===== config.mk =====
export PLATFORM = sky130hd
export DESIGN_NAME = pc_sequencer_flat
export DESIGN_NICKNAME = d
export VERILOG_FILES = /design/src/rtl/pc_sequencer_pkg.sv /design/src/rtl/pc_sequencer_if.sv /design/src/rtl/pc_sequencer_ras_stack.sv /design/src/rtl/pc_sequencer.sv /design/src/flat_wrapper.sv
export SDC_FILE = /design/constraint.sdc
export NUM_CORES = 1
export LEC_CHECK = 0
export ABC_AREA = 1
export CORE_MARGIN = 3
export CORE_UTILIZATION = 50
export DETAILED_ROUTE_END_ITERATION = 16
export PLACE_DENSITY = 0.8
export SYNTH_ARGS = -nofsm -noshare
export SYNTH_HDL_FRONTEND = slang
export SYNTH_SLANG_ARGS = --single-unit

===== constraint.sdc =====
create_clock -name clk -period 3.82 [get_ports clk]
set_clock_uncertainty 0.1 [all_clocks]
set_input_delay 1.146 -clock clk [delete_from_list [all_inputs] [get_ports clk]]
set_output_delay 1.146 -clock clk [all_outputs]
set_load 0.01 [all_outputs]

===== src/rtl/pc_sequencer_pkg.sv =====
// Shared definitions for the PC sequencer: sequencer state encoding,
// default PC width and the reset fetch vector.
package pc_sequencer_pkg;
  localparam int PC_W_DEF  = 16;
  localparam int RESET_VEC = 0;

  typedef enum logic [1:0] {
    ST_BOOT,
    ST_RUN,
    ST_FLUSH
  } seq_state_e;
endpackage


===== src/rtl/pc_sequencer_if.sv =====
// Bus between execute / instruction memory and the PC sequencer.
//   slave  : sequencer side (takes the branch decision, drives pc/flush/pulses)
//   master : environment side (execute stage + imem port)
interface pc_sequencer_if
  import pc_sequencer_pkg::*;
#(
  parameter int PC_W = PC_W_DEF
);
  logic            stall;
  logic            imem_ready;
  logic            branch;
  logic [PC_W-1:0] offset;
  logic            is_call;
  logic            is_ret;
  logic [PC_W-1:0] pc;
  logic            fetch_valid;
  logic            flush;
  logic            ras_overflow;
  logic            ras_underflow;

  modport slave (
    input  stall, imem_ready, branch, offset, is_call, is_ret,
    output pc, fetch_valid, flush, ras_overflow, ras_underflow
  );

  modport master (
    output stall, imem_ready, branch, offset, is_call, is_ret,
    input  pc, fetch_valid, flush, ras_overflow, ras_underflow
  );
endinterface


===== src/rtl/pc_sequencer_ras_stack.sv =====
// Circular return-address stack.
//   push/pop : one operation per cycle (push wins if both asserted)
//   wdata    : return address to push
//   top      : most recently pushed entry (valid when !empty)
//   full/empty : occupancy flags
// A push while full overwrites the oldest entry: the write slot is the one
// after the newest, which on a full ring is exactly the oldest.
module ras_stack
  import pc_sequencer_pkg::*;
#(
  parameter int DEPTH = 4,
  parameter int W     = PC_W_DEF
) (
  input  logic         clk,
  input  logic         rst,
  input  logic         push,
  input  logic         pop,
  input  logic [W-1:0] wdata,
  output logic [W-1:0] top,
  output logic         full,
  output logic         empty
);
  localparam int PTR_W = $clog2(DEPTH);
  localparam int CNT_W = PTR_W + 1;

  logic [PTR_W-1:0]          ptr_q, ptr_d;
  logic [CNT_W-1:0]          cnt_q, cnt_d;
  logic [DEPTH-1:0][W-1:0]   mem_q;

  assign full  = (cnt_q == CNT_W'(DEPTH));
  assign empty = (cnt_q == '0);
  assign top   = mem_q[ptr_q - PTR_W'(1)];

  always_comb begin
    ptr_d = ptr_q;
    cnt_d = cnt_q;
    if (push) begin
      ptr_d = ptr_q + PTR_W'(1);
      if (!full) cnt_d = cnt_q + CNT_W'(1);
    end else if (pop && !empty) begin
      ptr_d = ptr_q - PTR_W'(1);
      cnt_d = cnt_q - CNT_W'(1);
    end
  end

  always_ff @(posedge clk or posedge rst) begin
    if (rst) begin
      ptr_q <= '0;
      cnt_q <= '0;
    end else begin
      ptr_q <= ptr_d;
      cnt_q <= cnt_d;
    end
  end

  // Entries are never cleared; a zero count makes stale contents unreachable.
  always_ff @(posedge clk) begin
    if (push) mem_q[ptr_q] <= wdata;
  end
endmodule


===== src/rtl/pc_sequencer.sv =====
// Program-counter sequencer.
//   clk, rst : clock, async active-high reset
//   bus      : slave side of pc_sequencer_if (execute decision in, fetch
//              address / flush / RAS error pulses out)
// Owns the PC and return-address stack, redirects on taken branches and
// holds flush for FLUSH_CYCLES unstalled cycles after each redirect.
module pc_sequencer
  import pc_sequencer_pkg::*;
#(
  parameter int PC_W         = PC_W_DEF,
  parameter int RAS_DEPTH    = 4,
  parameter int FLUSH_CYCLES = 2
) (
  input  logic              clk,
  input  logic              rst,
  pc_sequencer_if.slave     bus
);
  localparam int              CNT_W    = (FLUSH_CYCLES > 1) ? $clog2(FLUSH_CYCLES) : 1;
  localparam logic [CNT_W-1:0] CNT_LOAD = CNT_W'(FLUSH_CYCLES - 1);

  seq_state_e       state_q, state_d;
  logic [PC_W-1:0]  pc_q, pc_d;
  logic [CNT_W-1:0] cnt_q, cnt_d;
  logic             fetch_valid_q, fetch_valid_d;
  logic             flush_q, flush_d;
  logic             ovf_q, ovf_d;
  logic             unf_q, unf_d;

  logic             ras_push, ras_pop, ras_full, ras_empty;
  logic [PC_W-1:0]  ras_top;

  ras_stack #(.DEPTH(RAS_DEPTH), .W(PC_W)) u_ras (
    .clk   (clk),
    .rst   (rst),
    .push  (ras_push),
    .pop   (ras_pop),
    .wdata (pc_q + PC_W'(1)),
    .top   (ras_top),
    .full  (ras_full),
    .empty (ras_empty)
  );

  always_comb begin
    state_d  = state_q;
    pc_d     = pc_q;
    cnt_d    = cnt_q;
    ras_push = 1'b0;
    ras_pop  = 1'b0;
    ovf_d    = 1'b0;
    unf_d    = 1'b0;
    unique case (state_q)
      ST_BOOT: state_d = ST_RUN;  // leaves boot even under stall
      ST_RUN: if (!bus.stall) begin
        if (bus.branch) begin
          // Redirect ignores imem_ready: the old fetch is wrong-path anyway.
          state_d = ST_FLUSH;
          cnt_d   = CNT_LOAD;
          pc_d    = bus.offset;
          if (bus.is_ret) begin
            if (!ras_empty) begin
              pc_d    = ras_top;
              ras_pop = 1'b1;
            end else begin
              unf_d   = 1'b1;
            end
          end else if (bus.is_call) begin
            ras_push = 1'b1;
            ovf_d    = ras_full;
          end
        end else if (bus.imem_ready) begin
          pc_d = pc_q + PC_W'(1);
        end
      end
      ST_FLUSH: if (!bus.stall) begin
        if (bus.imem_ready) pc_d = pc_q + PC_W'(1);
        if (cnt_q == '0) state_d = ST_RUN;
        else             cnt_d   = cnt_q - CNT_W'(1);
      end
      default: state_d = ST_BOOT;
    endcase
    fetch_valid_d = (state_d != ST_BOOT);
    flush_d       = (state_d == ST_FLUSH);
  end

  always_ff @(posedge clk or posedge rst) begin
    if (rst) begin
      state_q       <= ST_BOOT;
      pc_q          <= PC_W'(RESET_VEC);
      cnt_q         <= '0;
      fetch_valid_q <= 1'b0;
      flush_q       <= 1'b0;
      ovf_q         <= 1'b0;
      unf_q         <= 1'b0;
    end else begin
      state_q       <= state_d;
      pc_q          <= pc_d;
      cnt_q         <= cnt_d;
      fetch_valid_q <= fetch_valid_d;
      flush_q       <= flush_d;
      ovf_q         <= ovf_d;
      unf_q         <= unf_d;
    end
  end

  assign bus.pc            = pc_q;
  assign bus.fetch_valid   = fetch_valid_q;
  assign bus.flush         = flush_q;
  assign bus.ras_overflow  = ovf_q;
  assign bus.ras_underflow = unf_q;
endmodule


===== src/flat_wrapper.sv =====
// flat-port wrapper written by rule: the top's interface ports become plain ports
module pc_sequencer_flat import pc_sequencer_pkg::*;
#(
  parameter int PC_W         = PC_W_DEF,
  parameter int RAS_DEPTH    = 4,
  parameter int FLUSH_CYCLES = 2
)
  (clk, rst, bus_stall, bus_imem_ready, bus_branch, bus_offset, bus_is_call, bus_is_ret, bus_pc, bus_fetch_valid, bus_flush, bus_ras_overflow, bus_ras_underflow);
  pc_sequencer_if #(.PC_W(PC_W)) bus_i ();
  input  logic clk;
  input  logic rst;
  input wire logic [$bits(bus_i.stall)-1:0] bus_stall;
  input wire logic [$bits(bus_i.imem_ready)-1:0] bus_imem_ready;
  input wire logic [$bits(bus_i.branch)-1:0] bus_branch;
  input wire logic [$bits(bus_i.offset)-1:0] bus_offset;
  input wire logic [$bits(bus_i.is_call)-1:0] bus_is_call;
  input wire logic [$bits(bus_i.is_ret)-1:0] bus_is_ret;
  output wire logic [$bits(bus_i.pc)-1:0] bus_pc;
  output wire logic [$bits(bus_i.fetch_valid)-1:0] bus_fetch_valid;
  output wire logic [$bits(bus_i.flush)-1:0] bus_flush;
  output wire logic [$bits(bus_i.ras_overflow)-1:0] bus_ras_overflow;
  output wire logic [$bits(bus_i.ras_underflow)-1:0] bus_ras_underflow;
  assign bus_i.stall = bus_stall;
  assign bus_i.imem_ready = bus_imem_ready;
  assign bus_i.branch = bus_branch;
  assign bus_i.offset = bus_offset;
  assign bus_i.is_call = bus_is_call;
  assign bus_i.is_ret = bus_is_ret;
  assign bus_pc = bus_i.pc;
  assign bus_fetch_valid = bus_i.fetch_valid;
  assign bus_flush = bus_i.flush;
  assign bus_ras_overflow = bus_i.ras_overflow;
  assign bus_ras_underflow = bus_i.ras_underflow;
  pc_sequencer #(.PC_W(PC_W), .RAS_DEPTH(RAS_DEPTH), .FLUSH_CYCLES(FLUSH_CYCLES)) u_core (.clk(clk), .rst(rst), .bus(bus_i));
endmodule

Word-level counts from Yosys, hierarchy flattened
Index checks and enable logic that the tools add are counted.

Add/subtract/negate cells: 6. $lt $le $gt $ge: 3. Equality and inequality tests: 8. Muxes and demuxes: 47. Reduce and logical (&&, ||, !) cells: 11.

Operators by type and width (number): 16-bit two-way mux (8); 64-bit bitwise mux (1); 16-bit binary-select mux with 2-bit select (1); 16-bit demux with 2-bit select (1); 16-bit one-hot mux with 2 select lines (1); 1-bit two-way mux (24); 16-bit by 1-bit adder with 16-bit output (second input constant) (1); 2-bit two-way mux (6); 3-bit two-way mux (3); 2-bit inequality test (second input constant) (4); 2-bit by 3-bit less-than comparator with 1-bit output (second input constant) (2); 2-bit one-hot mux with 3 select lines (1); 2-bit nonzero test (3); 2-bit == test (second input constant) (2); 4-bit AND reduction (1); 3-bit by 1-bit adder with 3-bit output (second input constant) (1); 3-bit == test (second input constant) (1); 3-bit logical NOT (1); 3-bit AND reduction (1); 3-bit by 1-bit subtractor with 3-bit output (second input constant) (1); 2-bit by 1-bit adder with 2-bit output (second input constant) (1); 2-bit by 1-bit == test with 1-bit output (second input constant) (1); 2-bit by 1-bit greater-or-equal comparator with 1-bit output (second input constant) (1); 1-bit logical AND (2); 6 further kinds (6).

Register bits after elaboration: 92.

Depth between registers and ports, before layout
Gate-level depths: netlist of run 1.

Word-level depth: 9. Gate-level depth with buffers: 13.

Cells and area by module
A second synthesis of run 1 with hierarchy kept.

Cell total of the unflattened synthesis: 492. Area, all modules: 4471.8 um^2.

By module, submodules not included: ras_stack (instances 1, cells an instance 210, area an instance 2736.4 um^2, seq. area each 2047.0 um^2); pc_sequencer (instances 1, cells an instance 282, area an instance 1735.4 um^2, seq. area each 575.6 um^2).

Worst setup path before layout of run 1
Ideal clock, no wire load.

Path kind: input to register. Start: input bus_is_call. End: register u_core.u_ras.mem_q[0] (netlist name) (enable). Data arrival time: 2245 ps. Data required time: 3331 ps. Slack: 1087 ps. Stages on the path: 4. Path buffers: 0. Cell sequence: inv_1 > nor2_1 > nand3_2 > nor2_1.

Longest elaborated chain between the ends: 5.

Ends and longest elaborated chain: start: declaration (RTL line flat_wrapper.sv:16) `input wire logic [$bits(bus_i.is_call)-1:0] bus_is_call;`; 1-bit two-way mux (RTL line pc_sequencer.sv:66) `end else if (bus.is_call) begin`; 1-bit two-way mux (RTL line pc_sequencer.sv:59) `if (bus.is_ret) begin`; 1-bit two-way mux (RTL line pc_sequencer.sv:54) `if (bus.branch) begin`; 1-bit two-way mux (RTL line pc_sequencer.sv:53) `ST_RUN: if (!bus.stall) begin`; 1-bit two-way mux (RTL line pc_sequencer.sv:51) `unique case (state_q)`; end signal: indexed assignment (RTL line pc_sequencer_ras_stack.sv:58) `if (push) mem_q[ptr_q] <= wdata;`; end: declaration (RTL line pc_sequencer_ras_stack.sv:28) `logic [DEPTH-1:0][W-1:0] mem_q;`.

No other way between the ends. A chain may end at the register's enable or synchronous reset.

Final worst setup path of run 1
Start: input bus_branch. End: register u_core.u_ras.cnt_q[2].

Longest elaborated chain between the ends: 6. Elaborated cells between the ends (all ways): 11.

Ends and longest elaborated chain: start: declaration (RTL line flat_wrapper.sv:14) `input wire logic [$bits(bus_i.branch)-1:0] bus_branch;`; 1-bit two-way mux (RTL line pc_sequencer.sv:54); 1-bit two-way mux (RTL line pc_sequencer.sv:53); 1-bit two-way mux (RTL line pc_sequencer.sv:51); 1-bit logical AND (RTL line pc_sequencer_ras_stack.sv:40) `end else if (pop && !empty) begin`; 2-bit nonzero test (no source line); 2-bit AND reduction (no source line); end signal: assignment (RTL line pc_sequencer_ras_stack.sv:52) `cnt_q <= cnt_d;`; end: declaration (RTL line pc_sequencer_ras_stack.sv:27) `logic [CNT_W-1:0] cnt_q, cnt_d;`.

Parallel ways exist; a longest one is shown, timed or not.

==> results.py, run 1 <==
metrics = {
    "cts": {
        "clock_latency_ps": 360,
        "cts_hold_buffers": 0,
        "cts.sinks": 92,
        "cts_resized": 0,
        "root_buffer": "clkbuf_8",
        "cts_setup_buffers": 0,
        "clk_path_buf_depth": 2,
        "cts-buffers-inserted": 9,
        "clk_pin_slew_ps": 90,
        "cts_tree": "done",
        "htreeDepth": 3,
    },
    "floorplanning": {
        "core_area_sq_um": 8850,
        "initial_core_util": 0.523,
        "die_area_sq_um": 10500,
        "ios": 43,
        "row_count": 34,
        "die_h_um": 102,
        "die_w_um": 102,
    },
    "cells_and_area": {
        "n_fill_cell": 747,
        "area_growth_pct": 15.5,
        "drive_gt1_frac": 0.0807,
        "multi_input_area_sq_um": 1690,
        "seq_area_sq_um": 2620,
        "final_cell_area_sq_um": 5350,
        "nNetsFinal": 594,
        "diodes": 0,
    },
    "critical_path": {
        "r2r_slack_ps": 1610,
        "r2r-end": "u_core.bus.pc[9]",
        "path_max_fanout": 9,
        "path_cells": "clkdlybuf4s50_1 -> inv_2 -> nor2_2 -> nand3_2 -> xor2_1 -> ha_1 -> inv_1 -> nand3_1 -> nand2_1 -> nand3_1 -> nand2_1 -> inv_1",
        "critPathSlowestCell": "clkdlybuf4s50_1",
        "end_kind": "flip-flop",
        "critPathMaxStageDelay_ps": 560,
        "rr_startpoint": "u_core.u_ras.ptr_q[1]",
        "reg2reg_depth": 9,
        "critPathKind": "input port to flip-flop",
        "critical_path_arrival_ps": 2980,
        "timing.critical_path.from_type": "input port",
        "worstPathRequired_ps": 3990,
    },
    "yosys": {
        "ys.flop_type": "edfxtp_1",
        "synth.area.top_cells": "edfxtp_1 (42%), dfrtp_1 (15%), nand2_1 (13%)",
        "yosysUniqueCellTypes": 30,
        "synth_top_area_cell": "edfxtp_1",
        "synthesis.nets": 551,
        "syn_area_sq_um": 4630,
        "synth-edff-count": 64,
        "synth_most_common_cell": "nand2_1",
        "ys_ff_latch": 92,
        "netlist_instances": 522,
        "avgSynthCellArea_sq_um": 8.87,
        "synth_commonest_cells": "nand2_1 (160), edfxtp_1 (64), nor2_1 (47)",
        "yosysTopAreaCellShare": 0.415,
        "ys_seq_area_frac": 0.566,
        "async_reset_ff_frac": 0.304,
        "ys.warnings.count": 0,
    },
    "timing": {
        "drv_slew": 0,
        "rsz0062_at_grt": "false",
        "final.setup.tns_ps": 0,
        "relSlewSlack": 0.615,
        "worst_pin_slew_ps": 577,
        "period_minus_slack_ps": 2810,
        "min_period_over_period": 0.736,
        "hold_viol_final": 0,
        "finalSetupViolCount": 0,
        "fmax_mhz": 356,
    },
    "pwr": {
        "ir_drop_mv": 0.453,
        "leakagePower_nw": 2.27,
        "p_per_area_nw_per_um2": 715,
    },
    "routing": {
        "wire_per_inst_um": 15.8,
        "viasPerCell": 5.58,
        "drt_iter0_drc": 381,
        "wl_um": 10700,
        "drtPass1Iterations": 6,
        "post-route-drc-count": 0,
        "ant_nets": 0,
        "vias": 3780,
    },
    "outcome": {
        "status": "finished, final reports clean",
    },
    "global_route": {
        "antenna_found_initial": 0,
        "grt_pass1_wl_um": 17300,
        "grt_pass1_vias": 3573,
        "grt_max_degree": 36,
        "overflow": 0,
        "grt_usage": 0.216,
    },
    "hold_path": {
        "min_to": "u_core.cnt_q",
        "holdCritStartpoint": "u_core.cnt_q",
        "whs_path_depth": 2,
        "hold_class": "flip-flop to flip-flop",
    },
    "placement": {
        "dp_hpwl_um": 7450,
        "portBuffers": 42,
        "dpl-instance-area_sq_um": 5120,
        "gp_congestion": 0.912,
    },
    "run": {
        "cap_violations": 0,
    },
}
==> worst max-delay path by stage <==
stage           startpoint               endpoint  slack, ps  depth (start not counted)
2_1_floorplan  bus_is_call  u_core.u_ras.mem_q[0]       1090                          4
3_3_place_gp    bus_branch  u_core.u_ras.cnt_q[2]        730                         12
3_5_place_dp    bus_branch  u_core.u_ras.cnt_q[2]        650                         12
4_1_cts         bus_branch  u_core.u_ras.cnt_q[2]       1030                         12
5_1_grt         bus_branch  u_core.u_ras.cnt_q[2]        870                         12
6_report        bus_branch  u_core.u_ras.cnt_q[2]       1010                         12
==> report_power, final <==
group | switching [mW] | total (mW) | internal, mW | leakage, nW
clock network | 0.347 | 0.720 | 0.373 | 0.105
logic | 1.03 | 1.59 | 0.557 | 1.25
registers | 0.188 | 1.51 | 1.32 | 0.918
==> final cells by class <==
cell class / instances / area share
sequential: 92 / 0.491
timing repair buffer: 50 / 0.0899
clock inverter: 7 / 0.0185
clock buffer: 9 / 0.0232
tap: 108 / 0.0253
inverter: 53 / 0.0372
multi-input combinational: 359 / 0.315
==> critical path: cells and delay by family <==
| kind | cells | cell delay [ps] |
|---|---|---|
| xor gates and xnor gates | 1 | 210 |
| adders and majority gates | 1 | 210 |
| buffers and inverters | 4 | 710 |
| and+or+nand+nor | 6 | 710 |
==> cells in the final DEF (no fill, tap or decap) <==
cell,synthesis,final
dfrtp_1,28,28
a21oi_1,23,23
nand3b_1,2,2
nand2_4,1,1
inv_8,0,1
clkdlybuf4s50_1,0,42
inv_6,0,1
nand2_1,160,160
inv_1,45,45
nand4_1,6,6
o22ai_1,3,3
nand3_1,34,34
o21ai_0,42,42
nand2_2,7,7
nor3_1,1,1
inv_2,7,7
nor2_4,3,3
ha_1,6,6
clkinv_1,1,2
nor2_1,47,47
a21oi_4,1,1
nand3_2,1,1
clkinvlp_4,0,2
or2_1,1,1
and2_1,2,2
buf_4,6,8
bufinv_16,0,2
xor2_1,5,5
nor2_2,3,3
edfxtp_1,64,64
o21ai_1,8,8
xnor2_1,3,3
clkbuf_8,0,9
==> logic make-up after synthesis <==
group / Yosys count / share of synthesized area
DFF: 92 / 0.566
adders and majority gates: 6 / 0.0162
AOI/OAI and AO/OA: 77 / 0.0865
and+or+nand+nor: 268 / 0.246
buffers and inverters: 71 / 0.0694
xor gates and xnor gates: 8 / 0.0151
==> metal layers <==
metal / GRT usage / routed length (um) / up-vias
met2: 0.353 / 5260 / 158
met1: 0.291 / 4480 / 1813
li1: - / - / 1791
met3: 0.0389 / 777 / 18
met5: 0 / 0 / -
met4: 0.0787 / 179 / 0
==> metrics by stage <==
| step | power (mW) | hold slack (ps) | setup WS (ps) | instances | utilization |
|---|---|---|---|---|---|
| floorplan | 2.54 | 343 | 1090 | 522 | - |
| global placement | 3.02 | 360 | 733 | 662 | 0.579 |
| detailed placement | 3.10 | 372 | 652 | 662 | 0.579 |
| CTS | 3.81 | 396 | 1030 | 678 | 0.604 |
| global route | 4.08 | 433 | 871 | 678 | 0.604 |
| finish | 3.82 | 394 | 1010 | 678 | 0.604 |
==> registers in the layout, indices dropped and copies added, names as in the netlist <==
| name | flops |
|---|---|
| u_core.bus.ras_underflow | 1 |
| u_core.bus.ras_overflow | 1 |
| u_core.state_q | 2 |
| u_core.u_ras.mem_q | 64 |
| u_core.u_ras.ptr_q | 2 |
| u_core.bus.pc | 16 |
| u_core.bus.fetch_valid | 1 |
| u_core.u_ras.cnt_q | 3 |
| u_core.bus.flush | 1 |
| u_core.cnt_q | 1 |
Power figures use the tool's default switching activity.
==> run 2, diff against run 1 <==
--- a/config.mk
+++ b/config.mk
@@ -9,7 +9,7 @@
 export CORE_MARGIN = 3
 export CORE_UTILIZATION = 50
 export DETAILED_ROUTE_END_ITERATION = 16
-export PLACE_DENSITY = 0.8
+export PLACE_DENSITY = 0.83
 export SYNTH_ARGS = -nofsm -noshare
 export SYNTH_HDL_FRONTEND = slang
 export SYNTH_SLANG_ARGS = --single-unit
==> constraint.sdc (replaced) <==
create_clock -name clk -period 2.54 [get_ports clk]
set_clock_uncertainty 0.1 [all_clocks]
set_input_delay 0.762 -clock clk [delete_from_list [all_inputs] [get_ports clk]]
set_output_delay 0.762 -clock clk [all_outputs]
set_load 0.01 [all_outputs]
==> run 2 against run 1 <==
Global-route usage increased by 0.69 points. Wire length fell by 1.4%. Flip-flop and latch count stayed put. First-iteration DRC count up 11%. Sequential share of layout area is 0.89 points lower. Setup slack got worse by 800 ps. Clock-buffer cell count unchanged.
==> results.py, run 2 (synthesis results as in run 1) <==
metrics = {
    "outcome": {
        "status": "finished, final reports clean",
    },
    "cts": {
        "clk_pin_slew_ps": 100,
        "cts_setup_buffers": 0,
        "root_buffer": "clkbuf_8",
        "cts_resized": 0,
        "cts_hold_buffers": 0,
        "clock_latency_ps": 360,
        "htreeDepth": 3,
        "cts-buffers-inserted": 9,
        "cts_tree": "done",
        "clk_path_buf_depth": 2,
        "cts.sinks": 92,
    },
    "critical_path": {
        "end_kind": "output pin",
        "critical_path_arrival_ps": 1470,
        "worstPathRequired_ps": 1680,
        "path_cells": "clkdlybuf4s50_1",
        "path_depth": 1,
        "path_max_fanout": 8,
        "critPathMaxStageDelay_ps": 590,
        "critPathKind": "flip-flop to output pin",
        "cpLargestDelayFamily": "buffers and inverters",
        "reg2reg_depth": 9,
        "critPathSlowestCell": "clkdlybuf4s50_1",
        "crit_buf_inv": 1,
        "timing.critical_path.from_type": "flip-flop",
    },
    "cells_and_area": {
        "n_fill_cell": 711,
        "multi_input_area_sq_um": 1690,
        "top_register": "u_core.u_ras.mem_q",
        "seq_area_sq_um": 2620,
        "drive_gt1_frac": 0.0967,
        "nNetsFinal": 603,
        "fin_util": 0.615,
        "diodes": 0,
        "largest_reg_flops": 64,
        "layout_common_cells": "nand2_1 (160), edfxtp_1 (64), nor2_1 (47), inv_1 (45)",
        "layout_commonest_cell": "nand2_1",
        "area_growth_pct": 17.6,
    },
    "floorplanning": {
        "core_area_sq_um": 8850,
        "die_w_um": 102,
        "die_area_sq_um": 10500,
        "die_h_um": 102,
        "initial_core_util": 0.523,
        "ios": 43,
        "row_count": 34,
    },
    "global_route": {
        "overflow": 0,
        "grt_pass1_vias": 3588,
        "grt_pass1_wl_um": 17800,
        "antenna_found_initial": 0,
        "grt_usage": 0.223,
        "grt_max_degree": 36,
    },
    "routing": {
        "drt_iter0_drc": 422,
        "met1_length_um": 4450,
        "dr_wl_met2_um": 4900,
        "ant_nets": 0,
        "viasPerCell": 5.41,
        "vias": 3714,
        "post-route-drc-count": 0,
        "wl_met3_um": 968,
        "wl_um": 10500,
        "drtPass1Iterations": 5,
        "topRoutingLayerUsed": "met4",
        "wire_per_inst_um": 15.4,
    },
    "timing": {
        "fmax_mhz": 429,
        "finalSetupViolCount": 0,
        "worst_pin_slew_ps": 505,
        "relSlewSlack": 0.663,
        "period_minus_slack_ps": 2330,
        "fin_ws_ps": 210,
        "rsz0062_at_grt": "false",
        "drv_slew": 0,
        "hold_viol_final": 0,
        "min_period_over_period": 0.917,
        "final.setup.tns_ps": 0,
        "whs_ps": 387,
    },
    "placement": {
        "gp_congestion": 0.914,
        "dp_hpwl_um": 7490,
        "portBuffers": 42,
        "post-place-ws_ps": 47.5,
    },
    "hold_path": {
        "whs_path_depth": 2,
        "hold_class": "flip-flop to flip-flop",
    },
    "pwr": {
        "leakagePower_nw": 2.33,
        "p_per_area_nw_per_um2": 1060,
        "ir_drop_mv": 0.695,
        "p_total_mw": 5.76,
    },
    "run": {
        "cap_violations": 0,
    },
}
[run 2: path summary, 6_finish.rpt]
path,end,slack (ps),from
max in group asynchronous,u_core.bus.pc[7],1390,rst
min in group asynchronous,u_core.bus.fetch_valid,660,rst
setup reg to reg,u_core.bus.pc[9],520,u_core.u_ras.ptr_q[1]
hold reg to reg,u_core.cnt_q,390,u_core.cnt_q
hold / removal,u_core.cnt_q,390,u_core.cnt_q
setup / recovery,bus_pc[2],210,u_core.bus.pc[2]
[run 2: layout make-up]
class / count / area share
clock buffer: 9 / 0.0227
clock inverter: 7 / 0.0193
inverter: 53 / 0.0365
multi-input combinational: 359 / 0.310
sequential: 92 / 0.482
tap: 108 / 0.0248
timing repair buffer: 59 / 0.105
[run 2: layer usage]
metal / track usage / vias up
li1: - / 1818
met1: 0.320 / 1695
met2: 0.341 / 181
met3: 0.0348 / 20
met4: 0.0928 / 0
met5: 0 / -
[run 2: metrics by stage]
step | area, sq um | cells
after floorplan | 4630 | 522
after global placement | 5220 | 671
after detailed placement | 5220 | 671
after CTS | 5450 | 687
after global routing | 5450 | 687
final | 5450 | 687
[run 2: where the power goes]
part / total [mW] / internal [mW] / switching, mW
clock: 1.11 / 0.571 / 0.540
sequential: 2.27 / 1.99 / 0.281
combinational: 2.38 / 0.858 / 1.52
==> RTL change: new RTL, flow settings as in run 2 <==
`FLUSH_CYCLES` is set to 2 in 2 places; all go to 1.
--- a/src/rtl/pc_sequencer.sv
+++ b/src/rtl/pc_sequencer.sv
@@ -9,7 +9,7 @@
 #(
   parameter int PC_W         = PC_W_DEF,
   parameter int RAS_DEPTH    = 4,
-  parameter int FLUSH_CYCLES = 2
+  parameter int FLUSH_CYCLES = 1
 ) (
   input  logic              clk,
   input  logic              rst,
--- a/src/flat_wrapper.sv
+++ b/src/flat_wrapper.sv
@@ -3,7 +3,7 @@
 #(
   parameter int PC_W         = PC_W_DEF,
   parameter int RAS_DEPTH    = 4,
-  parameter int FLUSH_CYCLES = 2
+  parameter int FLUSH_CYCLES = 1
 )
   (clk, rst, bus_stall, bus_imem_ready, bus_branch, bus_offset, bus_is_call, bus_is_ret, bus_pc, bus_fetch_valid, bus_flush, bus_ras_overflow, bus_ras_underflow);
   pc_sequencer_if #(.PC_W(PC_W)) bus_i ();
Formal check against the unedited RTL: not equivalent (Yosys sat finds a counterexample within 4 cycles, from zero or initial values and one cycle with rst high).
==> RTL change against run 2 <==
Sequential power is 5% lower; sequential cell count decreased by 1; area after synthesis fell by 1.1%; design area fell by 1.2%; wire length increased by 1.3%; worst setup slack gained 0.025 ns; count of clock-buffer cells in the layout rose by 3; total power decreased by 8.0%; register-to-register slack worse by 0.02 ns.
==> RTL change: results (changes against run 2) <==
Status -> completed
YS warnings -> 0 (unchanged)
Peak supply drop -> 0.563 mV (-19%)
Async S/R FF share, synth -> 0.297 (-0.00764)
Synthesized instance count -> 515 (-1.3%)
NumNets Final -> 592 (-1.8%)
Critical Path AT -> 1.44 ns (-0.03 ns)
Met2 WL post-DR -> 5.23 mm (+6.8%)
Inst Count DP -> 660 (-1.6%)
Met3 wire length -> 623 um (-36%)
Netlist cell types -> 29 (-3.3%)
Setup Buffers After CTS -> 0 (unchanged)
Total GRT Usage -> 0.221 (-0.00245)
Synthesized netlist net count -> 544 (-1.3%)
Clock root buffer -> clkbuf_8
Delay-heaviest family, CP -> buffers and inverters
Post-Place Cell Area -> 0.00519 mm^2 (-0.58%)
Top cells by instance count after synthesis -> nand2_1, edfxtp_1, inv_1, nor2_1, o21ai_0
Crit path max fanout -> 8 (unchanged)
Layout cells sized above 1 -> 0.0792 (-0.0175)
Slowest CP cell -> clkdlybuf4s50_1
Routed length per placed instance -> 15.8 um (+2.9%)
Initial antenna violation count -> 0 (unchanged)
Top Metal Used -> met4
Dpl hpwl -> 7.59 mm (+1.3%)
Pre-CTS WS -> 0.0341 ns (-0.0134 ns)
Worst skew pair latency -> 0.35 ns
Synth top area cells -> edfxtp_1, dfrtp_1, nand2_1
Max FFs per register -> 64 (unchanged)
First-pass GRT wire length -> 17.6 mm (-0.97%)
EDFF count, synth -> 64 (unchanged)
# port buffers -> 42 (unchanged)
Vias in the first global route -> 3582 (-0.17%)
P_sw -> 2.13 mW (-9.0%)
Antenna Cells -> 0 (unchanged)
Hold crit path type -> reg -> reg
Clock tree buffer depth -> 2 (unchanged)
Leak pwr -> 2.31 nW (-0.92%)
WL met1 -> 4.61 mm (+3.6%)
Routability Congestion -> 0.930 (+1.8%)
DR pass1 iterations -> 5 (unchanged)
Register area share after synthesis -> 0.567 (+0.000570)
Reg with most FFs -> u_core.u_ras.mem_q
Slew margin rel. -> 0.657 (-0.00584)
Post_cts resized -> 0 (unchanged)
DRT iter0 DRCs -> 340 (-19%)
Vias -> 3695 (-0.51%)
Largest net degree at the start of global routing -> 36 (unchanged)
Fillers -> 707 (-0.56%)
Max incr delay on CP -> 0.60 ns
Post-route insts no fill -> 676 (-1.6%)
==> RTL change: changes by cell type after synthesis, moves of 2 or more <==
| cell | run 2 | this run |
|---|---|---|
| inv_1 | 45 | 52 |
| buf_2 | 8 | 14 |
| buf_4 | 6 | 2 |
| inv_2 | 7 | 3 |
| nand2_1 | 160 | 156 |
| nor2_2 | 3 | 0 |
| o21ai_1 | 8 | 5 |
| a21oi_1 | 23 | 25 |
| nand2_2 | 7 | 5 |
| o21ai_2 | 0 | 2 |
==> RTL change: layout make-up <==
class,instances,area (um^2),share of cell area
Inverter,55,206,0.0384
Clock inverter,4,50.0,0.00930
Multi-Input combinational cell,350,1660,0.308
Timing Repair Buffer,56,588,0.109
Tap cell,108,135,0.0251
Clock buffer,12,145,0.0270
Sequential cell,91,2600,0.483
==> RTL change: worst paths after layout <==
| kind | start | end | slack, ns | cells past startpoint |
|---|---|---|---|---|
| worst min-delay path | u_core.u_ras.cnt_q[2] | u_core.u_ras.cnt_q[2] | 0.38 | 2 |
| max in group asynchronous | rst | u_core.u_ras.ptr_q[1] | 1.38 | 3 |
| min in group asynchronous | rst | u_core.state_q[0] | 0.67 | 3 |
| worst min register to register | u_core.u_ras.cnt_q[2] | u_core.u_ras.cnt_q[2] | 0.38 | 2 |
| worst max register to register | u_core.u_ras.ptr_q[1] | u_core.bus.pc[11] | 0.50 | 9 |
| worst max-delay path | u_core.bus.pc[2] | bus_pc[2] | 0.24 | 1 |
==> RTL change: kinds of logic (layout without fill, tap and decap cells) <==
| logic type | after synthesis | in the layout | synth area share |
|---|---|---|---|
| AND/OR/NAND/NOR | 259 | 259 | 0.240 |
| flip-flops | 91 | 91 | 0.567 |
| adder cells (fa/ha/maj) | 6 | 6 | 0.0164 |
| XOR/XNOR | 7 | 7 | 0.0134 |
| AO/OA/AOI/OAI | 78 | 78 | 0.0926 |
| buffers and inverters | 74 | 127 | 0.0710 |
==> RTL change: per-layer routing <==
| layer | GRT usage | up-vias |
|---|---|---|
| li1 | - | 1784 |
| met1 | 0.301 | 1752 |
| met2 | 0.362 | 138 |
| met3 | 0.0303 | 21 |
| met4 | 0.0818 | 0 |
| met5 | 0 | - |
==> RTL change: power groups by stage <==
stage,clock [mW],sequential [mW],combinational [mW]
2_1_floorplan,0,2.17,1.39
3_3_place_gp,0,2.17,2.06
3_5_place_dp,0,2.18,2.15
4_1_cts,0.977,2.15,2.16
5_1_grt,1.03,2.19,2.45
6_report,0.966,2.16,2.18
